`config.mk`:
```
export PLATFORM = sky130hd
export DESIGN_NAME = infix_to_postfix
export DESIGN_NICKNAME = d
export VERILOG_FILES = /design/src/rtl/infix_to_postfix.sv
export SDC_FILE = /design/constraint.sdc
export NUM_CORES = 1
export LEC_CHECK = 0
export CORE_UTILIZATION = 65
export DETAILED_ROUTE_END_ITERATION = 6
export PLACE_DENSITY = 0.82
export SYNTH_ARGS = -nofsm -noshare
export SYNTH_HDL_FRONTEND = slang
export SYNTH_SLANG_ARGS = --single-unit
```
`constraint.sdc`:
```
create_clock -name CLK -period 13.5 [get_ports CLK]
set_input_delay 1.35 -clock CLK [delete_from_list [all_inputs] [get_ports CLK]]
set_output_delay 1.35 -clock CLK [all_outputs]
set_load 0.1 [all_outputs]
```
`src/rtl/infix_to_postfix.sv`:
```
// Shunting-yard infix-to-postfix converter feeding the postfix evaluator.
// Optional build macro INFIX_ERR_DETECT_EN enables malformed-expression detection on ERR.
module infix_to_postfix #(
  parameter int DEPTH = 32,
  parameter int AW    = 5
) (
  input  logic       CLK,
  input  logic       RESET,
  input  logic [3:0] IN,
  input  logic       IN_VALID,
  input  logic       OP_MODE,
  output logic [3:0] OUT,
  output logic       OUT_OP_MODE,
  output logic       OUT_VALID,
  output logic       BUSY,
  output logic       ERR
);

  typedef enum logic [2:0] {S_IDLE, S_LOAD, S_CONVERT, S_FLUSH, S_EMIT} state_t;

  localparam logic [3:0]  C_ADD   = 4'b0001;
  localparam logic [3:0]  C_SUB   = 4'b0010;
  localparam logic [3:0]  C_MUL   = 4'b0100;
  localparam logic [3:0]  C_LP    = 4'b1000;
  localparam logic [3:0]  C_RP    = 4'b1001;
  localparam logic [AW:0] ONE_C   = (AW+1)'(1);
  localparam logic [AW:0] DEPTH_C = (AW+1)'(DEPTH);

  state_t      state_q, state_d;
  logic [4:0]  in_buf_q  [DEPTH];
  logic [4:0]  in_buf_d  [DEPTH];
  logic [4:0]  out_buf_q [DEPTH];
  logic [4:0]  out_buf_d [DEPTH];
  logic [3:0]  stack_q   [DEPTH];
  logic [3:0]  stack_d   [DEPTH];
  logic [AW:0] in_cnt_q, in_cnt_d, rd_q, rd_d, out_cnt_q, out_cnt_d;
  logic [AW:0] sp_q, sp_d, emit_q, emit_d, sp_m1, emit_nx;
  logic [4:0]  tok, emit_tok;
  logic [3:0]  top, cur_norm;
  logic        empty, top_is_op, top_prec, cur_prec;
`ifdef INFIX_ERR_DETECT_EN
  logic        err_q, err_d, expect_q, expect_d, last_op_q, last_op_d;
`endif

  always_comb begin
    tok       = in_buf_q[rd_q[AW-1:0]];
    sp_m1     = sp_q - ONE_C;
    top       = stack_q[sp_m1[AW-1:0]];
    empty     = (sp_q == '0);
    top_is_op = !empty && (top != C_LP);
    top_prec  = (top == C_MUL);
    // Undefined operator codes degrade to add when detection is not built in.
    cur_norm  = ((tok[3:0] == C_SUB) || (tok[3:0] == C_MUL)) ? tok[3:0] : C_ADD;
    cur_prec  = (cur_norm == C_MUL);
    emit_nx   = emit_q + ONE_C;

    state_d   = state_q;
    in_buf_d  = in_buf_q;
    out_buf_d = out_buf_q;
    stack_d   = stack_q;
    in_cnt_d  = in_cnt_q;
    rd_d      = rd_q;
    out_cnt_d = out_cnt_q;
    sp_d      = sp_q;
    emit_d    = emit_q;
`ifdef INFIX_ERR_DETECT_EN
    err_d     = err_q;
    expect_d  = expect_q;
    last_op_d = last_op_q;
`endif

    unique case (state_q)
      S_IDLE: begin
        if (IN_VALID) begin
          in_buf_d[0] = {OP_MODE, IN};
          in_cnt_d    = ONE_C;
          rd_d        = '0;
          out_cnt_d   = '0;
          sp_d        = '0;
          emit_d      = '0;
          state_d     = S_LOAD;
`ifdef INFIX_ERR_DETECT_EN
          err_d       = 1'b0;
          expect_d    = 1'b1;
          last_op_d   = 1'b0;
`endif
        end
      end
      S_LOAD: begin
        if (!IN_VALID) begin
          state_d = S_CONVERT;
        end else if (in_cnt_q < DEPTH_C) begin
          in_buf_d[in_cnt_q[AW-1:0]] = {OP_MODE, IN};
          in_cnt_d = in_cnt_q + ONE_C;
        end else begin
`ifdef INFIX_ERR_DETECT_EN
          err_d = 1'b1;
`endif
        end
      end
      S_CONVERT: begin
        if (rd_q == in_cnt_q) begin
          state_d = S_FLUSH;
`ifdef INFIX_ERR_DETECT_EN
          if (last_op_q) err_d = 1'b1;
`endif
        end else if (!tok[4]) begin
          out_buf_d[out_cnt_q[AW-1:0]] = tok;
          out_cnt_d = out_cnt_q + ONE_C;
          rd_d      = rd_q + ONE_C;
`ifdef INFIX_ERR_DETECT_EN
          if (!expect_q) err_d = 1'b1;
          expect_d  = 1'b0;
          last_op_d = 1'b0;
`endif
        end else if (tok[3:0] == C_LP) begin
          stack_d[sp_q[AW-1:0]] = C_LP;
          sp_d = sp_q + ONE_C;
          rd_d = rd_q + ONE_C;
`ifdef INFIX_ERR_DETECT_EN
          expect_d = 1'b1;
`endif
        end else if ((tok[3:0] == C_RP) && top_is_op) begin
          out_buf_d[out_cnt_q[AW-1:0]] = {1'b1, top};
          out_cnt_d = out_cnt_q + ONE_C;
          sp_d      = sp_m1;
        end else if (tok[3:0] == C_RP) begin
          // Top is '(' (drop the pair) or stack empty (drop the stray ')').
          if (!empty) sp_d = sp_m1;
          rd_d = rd_q + ONE_C;
`ifdef INFIX_ERR_DETECT_EN
          if (empty || last_op_q) err_d = 1'b1;
          expect_d = 1'b0;
`endif
        end else if (top_is_op && (top_prec || !cur_prec)) begin
          out_buf_d[out_cnt_q[AW-1:0]] = {1'b1, top};
          out_cnt_d = out_cnt_q + ONE_C;
          sp_d      = sp_m1;
        end else begin
          stack_d[sp_q[AW-1:0]] = cur_norm;
          sp_d = sp_q + ONE_C;
          rd_d = rd_q + ONE_C;
`ifdef INFIX_ERR_DETECT_EN
          if (expect_q || ((tok[3:0] != C_ADD) && (tok[3:0] != C_SUB) && (tok[3:0] != C_MUL)))
            err_d = 1'b1;
          expect_d  = 1'b1;
          last_op_d = 1'b1;
`endif
        end
      end
      S_FLUSH: begin
        if (empty) begin
          emit_d  = '0;
          state_d = (out_cnt_q == '0) ? S_IDLE : S_EMIT;
`ifdef INFIX_ERR_DETECT_EN
          if (err_q) state_d = S_IDLE;
`endif
        end else begin
          sp_d = sp_m1;
          if (top != C_LP) begin
            out_buf_d[out_cnt_q[AW-1:0]] = {1'b1, top};
            out_cnt_d = out_cnt_q + ONE_C;
          end else begin
`ifdef INFIX_ERR_DETECT_EN
            err_d = 1'b1;
`endif
          end
        end
      end
      S_EMIT: begin
        emit_d = emit_nx;
        if (emit_nx == out_cnt_q) state_d = S_IDLE;
      end
      default: state_d = S_IDLE;
    endcase
  end

  always_ff @(posedge CLK or negedge RESET) begin
    if (!RESET) begin
      state_q   <= S_IDLE;
      in_cnt_q  <= '0;
      rd_q      <= '0;
      out_cnt_q <= '0;
      sp_q      <= '0;
      emit_q    <= '0;
`ifdef INFIX_ERR_DETECT_EN
      err_q     <= 1'b0;
      expect_q  <= 1'b1;
      last_op_q <= 1'b0;
`endif
    end else begin
      state_q   <= state_d;
      in_cnt_q  <= in_cnt_d;
      rd_q      <= rd_d;
      out_cnt_q <= out_cnt_d;
      sp_q      <= sp_d;
      emit_q    <= emit_d;
`ifdef INFIX_ERR_DETECT_EN
      err_q     <= err_d;
      expect_q  <= expect_d;
      last_op_q <= last_op_d;
`endif
    end
  end

  always_ff @(posedge CLK) begin
    in_buf_q  <= in_buf_d;
    out_buf_q <= out_buf_d;
    stack_q   <= stack_d;
  end

  always_comb begin
    emit_tok    = out_buf_q[emit_q[AW-1:0]];
    OUT_VALID   = (state_q == S_EMIT);
    OUT         = OUT_VALID ? emit_tok[3:0] : '0;
    OUT_OP_MODE = OUT_VALID && emit_tok[4];
    BUSY        = (state_q == S_CONVERT) || (state_q == S_FLUSH) || (state_q == S_EMIT);
  end

`ifdef INFIX_ERR_DETECT_EN
  assign ERR = (state_q == S_FLUSH) && empty && err_q;
`else
  assign ERR = 1'b0;
`endif

endmodule

```
==> results of run 1 <==
routing by layer:
metal	global-route usage	part of all wire
met5	0	0
met4	0.148	0.039
met3	0.0564	0.10
met2	0.542	0.48
met1	0.448	0.38
sequential cells by signal, summed over array words and instances (netlist names):
register   count
emit_q         6
in_buf_q     160
in_cnt_q       6
out_buf_q    160
out_cnt_q      6
rd_q           6
sp_q           6
stack_q      128
state_q        3
report_power, final:
| group | leakage, µW | internal (µW) | switching (µW) |
|---|---|---|---|
| clock | 0.000740 | 723 | 584 |
| sequential | 0.00456 | 2200 | 306 |
| combinational | 0.00362 | 1030 | 2070 |
| total | 0.00892 | 3960 | 2960 |
synth_stat cells, types with 8 or more instances:
master	n
edfxtp_1	448
nor2_1	316
a21oi_1	284
nand2_1	222
o22ai_1	136
clkbuf_1	113
mux2i_1	97
mux4_2	86
inv_1	51
o21ai_0	35
dfrtp_1	33
nand3_1	33
mux2_2	26
and2_1	22
buf_2	18
nor2b_1	16
buf_1	14
ha_1	14
o221ai_1	14
a211oi_1	11
and3_1	11
nand4_1	11
xnor2_1	11
a31oi_1	10
nand2b_1	10
nor3_1	9
buf_4	8
xor2_1	8
kinds of logic after synthesis:
kind of cell             Yosys count  share of synthesized area
AND/OR/NAND/NOR                  682                      0.117
AO/OA/AOI/OAI                    557                      0.133
flip-flops                       481                      0.573
multiplexers                     210                      0.129
buffers and inverters            207                     0.0342
XOR/XNOR                          20                    0.00733
adder cells (fa/ha/maj)           14                    0.00703
other                              1                   0.000150
stage by stage:
stage	setup slack, ns	power (µW)
floorplan	8.79	4590
global placement	7.44	5400
detailed placement	7.20	5520
CTS	7.22	6830
global route	6.79	7190
finish	7.01	6920
area by class of cell:
cell class,count,area share
Clock inverter,28,0.00840
Sequential cell,481,0.533
Inverter,51,0.00714
Multi-Input combinational cell,1484,0.367
Tap cell,511,0.0239
Timing Repair Buffer,39,0.0120
Clock buffer,62,0.0484
critical path, cell delays in order, from the launching register on:
cell and delay (ns):
dfrtp_1 0.47, inv_1 0.15, ha_1 0.58, xor2_2 0.85
mux2_1 0.42, a31oi_1 0.30, a2111o_1 0.17, buf_4 0.45
and4_1 0.31, o31ai_4 0.15, o21ai_1 0.51, nand3_2 0.91
a21oi_1 0.80
worst max-delay path by stage:
| stage | startpoint | to | slack, ns | depth (start not counted) |
|---|---|---|---|---|
| after global placement | sp_q[1] | out_buf_q[95] | 7.44 | 12 |
| final | sp_q[1] | out_buf_q[96] | 7.01 | 12 |
| after detailed placement | sp_q[1] | out_buf_q[36] | 7.20 | 12 |
| after global routing | sp_q[1] | out_buf_q[150] | 6.79 | 12 |
| after floorplan | emit_q[0] | OUT[0] | 8.79 | 9 |
| after CTS | sp_q[1] | out_buf_q[64] | 7.22 | 12 |
==> impl_metrics.yaml, run 1 <==
outcome:
  status: "completed"
floorplan:
  die_w_um: 198
  die_h_um: 198
  core-area_um2: 37700
  rows: 71
  ios: 16
  die_area_um2: 39100
  initial_core_util: 0.662
cells_and_area:
  multi_input_area_um2: 9840
  drive_above_1_share: 0.110
  design_area_um2: 26800
  layout_commonest_cell: "edfxtp_1"
  fillers: 2554
  final_util: 0.711
  stdcell_count: 2656
  final_cell_mix: "edfxtp_1 (448), nor2_1 (315), a21oi_1 (284)"
  antennaDiodeCount: 0
  synthToLayoutAreaGrowth_pct: 7.49
  nNetsFinal: 2129
  seq_area_um2: 14300
synth:
  synthArstFlopShare: 0.0686
  synth.top_cell.area_share: 0.540
  syn-num-nets: 2194
  yosys_warnings: 0
  yosysTopAreaCell: "edfxtp_1"
  synth-edff-count: 448
  ys_ff_latch: 481
  synth_flop_cell: "edfxtp_1"
  ys_seq_area_frac: 0.573
  netlist_top_cells_area: "edfxtp_1 (54%), mux4_2 (7.8%), a21oi_1 (5.7%)"
  avgSynthCellArea_um2: 11.5
  netlist_area_um2: 24900
  synth.distinct_cells: 74
  synth_cells: 2172
clocking:
  ctsHoldBuffers: 0
  numClockSinks: 481
  cts_root_buf: "clkbuf_16"
  clockBufferDepth: 3
  cts_tree: "yes"
  cts_buffers: 50
  clk_pin_slew_ns: 0.06
  post_cts_buffers: 0
  insertion_delay_ns: 0.61
  cts.htree.levels: 2
  cts_resized: 0
global_route:
  grt-ovfl-total: 0
  grt_pass1_vias: 17700
  grt_pass1_wl_um: 99700
  grt_max_degree: 117
  antenna_found_initial: 0
  grt_usage: 0.335
power_and_ir_drop:
  p_leak_uw: 0.00892
  power_density_nw_per_um2: 258
  ir_drop_uv: 240
setup_path:
  r2r_setup_slack_ns: 7.01
  worstPathRequired_ns: 13.73
  worst_r2r_startpoint: "sp_q[1]"
  worstPathArrival_ns: 6.71
  critPathCaptureType: "flip-flop"
  criticalPathCategory: "reg -> reg"
  rr_endpoint: "out_buf_q[96]"
  crit_fanout: 33
  reg2reg_depth: 12
  critical_path.startpoint_type: "flip-flop"
placed_design:
  dpl-instance-area_um2: 25300
  dpl.cell_count: 2566
  hpwl_um: 40500
  gp_congestion: 0.871
  port_buffers: 14
route:
  ant_nets: 0
  via_per_inst: 6.98
  dr_total_vias: 18500
  wirelength_um: 64200
  drt_iter0_drc: 2391
  firstDrtPassIters: 6
  drc_errors: 0
  wire_per_inst_um: 24.2
sta:
  min_period_ns: 6.49
  setup_violations: 0
  drv_slew: 0
  holdWs_ns: 0.509
  tns_ns: 0
  grt_setup_unrepaired: "false"
  finalCritPeriodShare: 0.480
  max_freq_ghz: 0.154
  finalHoldViolCount: 0
  fin_skew_ns: 0.0257
  worst_pin_slew_ns: 1.25
  maxSlewHeadroom: 0.161
hold_path:
  hold_depth: 1
  worstHoldStart: "emit_q[5]"
  whs_endpoint: "emit_q[5]"
  min_path_type: "reg -> reg"
job:
  drv_cap: 0
Note: power is estimated with default switching activity, not from simulation.
==> inputs of run 2 (changes only) <==
--- a/config.mk
+++ b/config.mk
@@ -5,9 +5,9 @@
 export SDC_FILE = /design/constraint.sdc
 export NUM_CORES = 1
 export LEC_CHECK = 0
-export CORE_UTILIZATION = 65
+export CORE_UTILIZATION = 58
 export DETAILED_ROUTE_END_ITERATION = 6
-export PLACE_DENSITY = 0.82
+export PLACE_DENSITY = 0.77
 export SYNTH_ARGS = -nofsm -noshare
 export SYNTH_HDL_FRONTEND = slang
 export SYNTH_SLANG_ARGS = --single-unit
==> constraint.sdc (replaced) <==
create_clock -name CLK -period 5.3 [get_ports CLK]
set_input_delay 0.53 -clock CLK [delete_from_list [all_inputs] [get_ports CLK]]
set_output_delay 0.53 -clock CLK [all_outputs]
set_load 0.1 [all_outputs]
==> impl_metrics.yaml, run 2 (synthesis results as in run 1) <==
floorplan:
  die_h_um: 209
  die_area_um2: 43800
  die_w_um: 209
  core-area_um2: 42100
  initial_core_util: 0.592
  ios: 16
  rows: 75
clocking:
  cts_root_buf: "clkbuf_16"
  post_cts_buffers: 0
  ctsHoldBuffers: 0
  insertion_delay_ns: 0.62
  cts.htree.levels: 2
  clockBufferDepth: 3
  cts_buffers: 50
  cts_resized: 0
  clk_pin_slew_ns: 0.06
  cts_tree: "yes"
  numClockSinks: 481
sta:
  maxSlewHeadroom: 0.183
  fin_skew_ns: 0.0299
  tns_ns: 0
  finalHoldViolCount: 0
  finalCritPeriodShare: 0.909
  setup_violations: 0
  drv_slew: 0
  finalWorstSetupSlack_ns: 0.481
  worst_pin_slew_ns: 1.22
  grt_setup_unrepaired: "false"
  max_freq_ghz: 0.208
  min_period_ns: 4.82
cells_and_area:
  nNetsFinal: 2146
  fillers: 3052
  final_cell_mix: "edfxtp_1 (448), nor2_1 (315), a21oi_1 (284)"
  final_util: 0.642
  stdcell_count: 2703
  reg_top3: "in_buf_q x160, out_buf_q x160, stack_q x128"
  synthToLayoutAreaGrowth_pct: 8.49
  design_area_um2: 27000
  drive_above_1_share: 0.121
  layout_commonest_cell: "edfxtp_1"
setup_path:
  crit_chain: "inv_1 -> ha_1 -> buf_4 -> mux4_2 -> mux2_2 -> a31oi_1 -> a2111o_1 -> buf_4 -> a32oi_1 -> o31ai_4 -> buf_4 -> o21ai_1 -> buf_4 -> nand3_2 -> buf_4 -> a21oi_1"
  critical_path.startpoint_type: "flip-flop"
  path_delay_family: "buffers and inverters"
  path_buf_inv: 6
  crit_slowest_cell: "dfrtp_1"
  worstPathArrival_ns: 5.11
  critPathCaptureType: "flip-flop"
  crit_cells: 16
  cpPeakStageDelay_ns: 0.50
  criticalPathCategory: "reg -> reg"
  crit_fanout: 33
  worstPathRequired_ns: 5.59
  reg2reg_depth: 16
  cpMostUsedCell: "buf_4"
route:
  firstDrtPassIters: 6
  drt_iter0_drc: 2689
  dr_total_vias: 18300
  via_per_inst: 6.78
  drc_errors: 0
  ant_nets: 0
  wire_per_inst_um: 23.6
  wirelength_um: 63800
hold_path:
  min_path_type: "in -> async"
power_and_ir_drop:
  intPower_uw: 10300
  seqPwrFrac: 0.360
  power_density_nw_per_um2: 659
  switchingPower_uw: 7540
  p_sw_frac: 0.423
  power_frac_comb: 0.449
  p_leak_uw: 0.00906
  pwr-share-clk: 0.192
  ir_drop_uv: 670
global_route:
  grt_pass1_vias: 17500
  grt_max_degree: 96
  antenna_found_initial: 1
  grt_usage: 0.291
  grt_pass1_wl_um: 98500
  grt-ovfl-total: 0
outcome:
  status: "completed"
placed_design:
  gp_congestion: 0.901
  dpl.cell_count: 2611
  dpl-instance-area_um2: 25400
  port_buffers: 14
  hpwl_um: 41200
  post-place-ws_ns: 0.562
job:
  drv_cap: 0
## run 2: final cells by class
type | instances | area, µm² | share of cell area
sequential | 481 | 14300 | 0.528
multi-input combinational | 1484 | 9830 | 0.363
clock buffer | 75 | 1450 | 0.0534
tap | 539 | 674 | 0.0249
timing repair buffer | 56 | 463 | 0.0171
inverter | 51 | 191 | 0.00708
clock inverter | 16 | 155 | 0.00574
antenna | 1 | 2.50 | 0.0000925
## run 2: metrics by stage
step	power, µW	hold slack [ns]
6_report	17800	0.0268
5_1_grt	18600	0.0838
4_1_cts	17600	0.0307
3_5_place_dp	14200	0.493
3_3_place_gp	14000	0.495
2_1_floorplan	11700	0.234
## run 2: power groups by stage
stage	registers (µW)	logic, µW	clock network (µW)
2_1_floorplan	5920	5780	0
3_3_place_gp	6420	7550	0
3_5_place_dp	6460	7750	0
4_1_cts	6390	7800	3440
5_1_grt	6500	8480	3570
6_report	6420	8000	3420
## run 2: final timing paths
path / from / slack (ns) / endpoint
hold / removal: RESET / 0.03 / emit_q[3]
max in group asynchronous: RESET / 4.63 / emit_q[0]
hold reg to reg: emit_q[5] / 0.50 / emit_q[5]
setup / recovery: sp_q[1] / 0.48 / out_buf_q[2]
min in group CLK: emit_q[5] / 0.50 / emit_q[5]
setup reg to reg: sp_q[1] / 0.48 / out_buf_q[2]
## run 2: metal layers
| metal | routed length [µm] | track usage |
|---|---|---|
| met5 | 0 | 0 |
| met4 | 1920 | 0.0984 |
| met3 | 6120 | 0.0464 |
| met2 | 31000 | 0.480 |
| met1 | 24800 | 0.396 |
## run 2: worst register-to-register path, stage by stage (launching register included)
cell and delay, ns:
dfrtp_1 0.50, inv_1 0.14, ha_1 0.32, buf_4 0.32, mux4_2 0.37, mux2_2 0.29
a31oi_1 0.31, a2111o_1 0.23, buf_4 0.38, a32oi_1 0.21, o31ai_4 0.21, buf_4 0.22
o21ai_1 0.08, buf_4 0.17, nand3_2 0.07, buf_4 0.45, a21oi_1 0.25
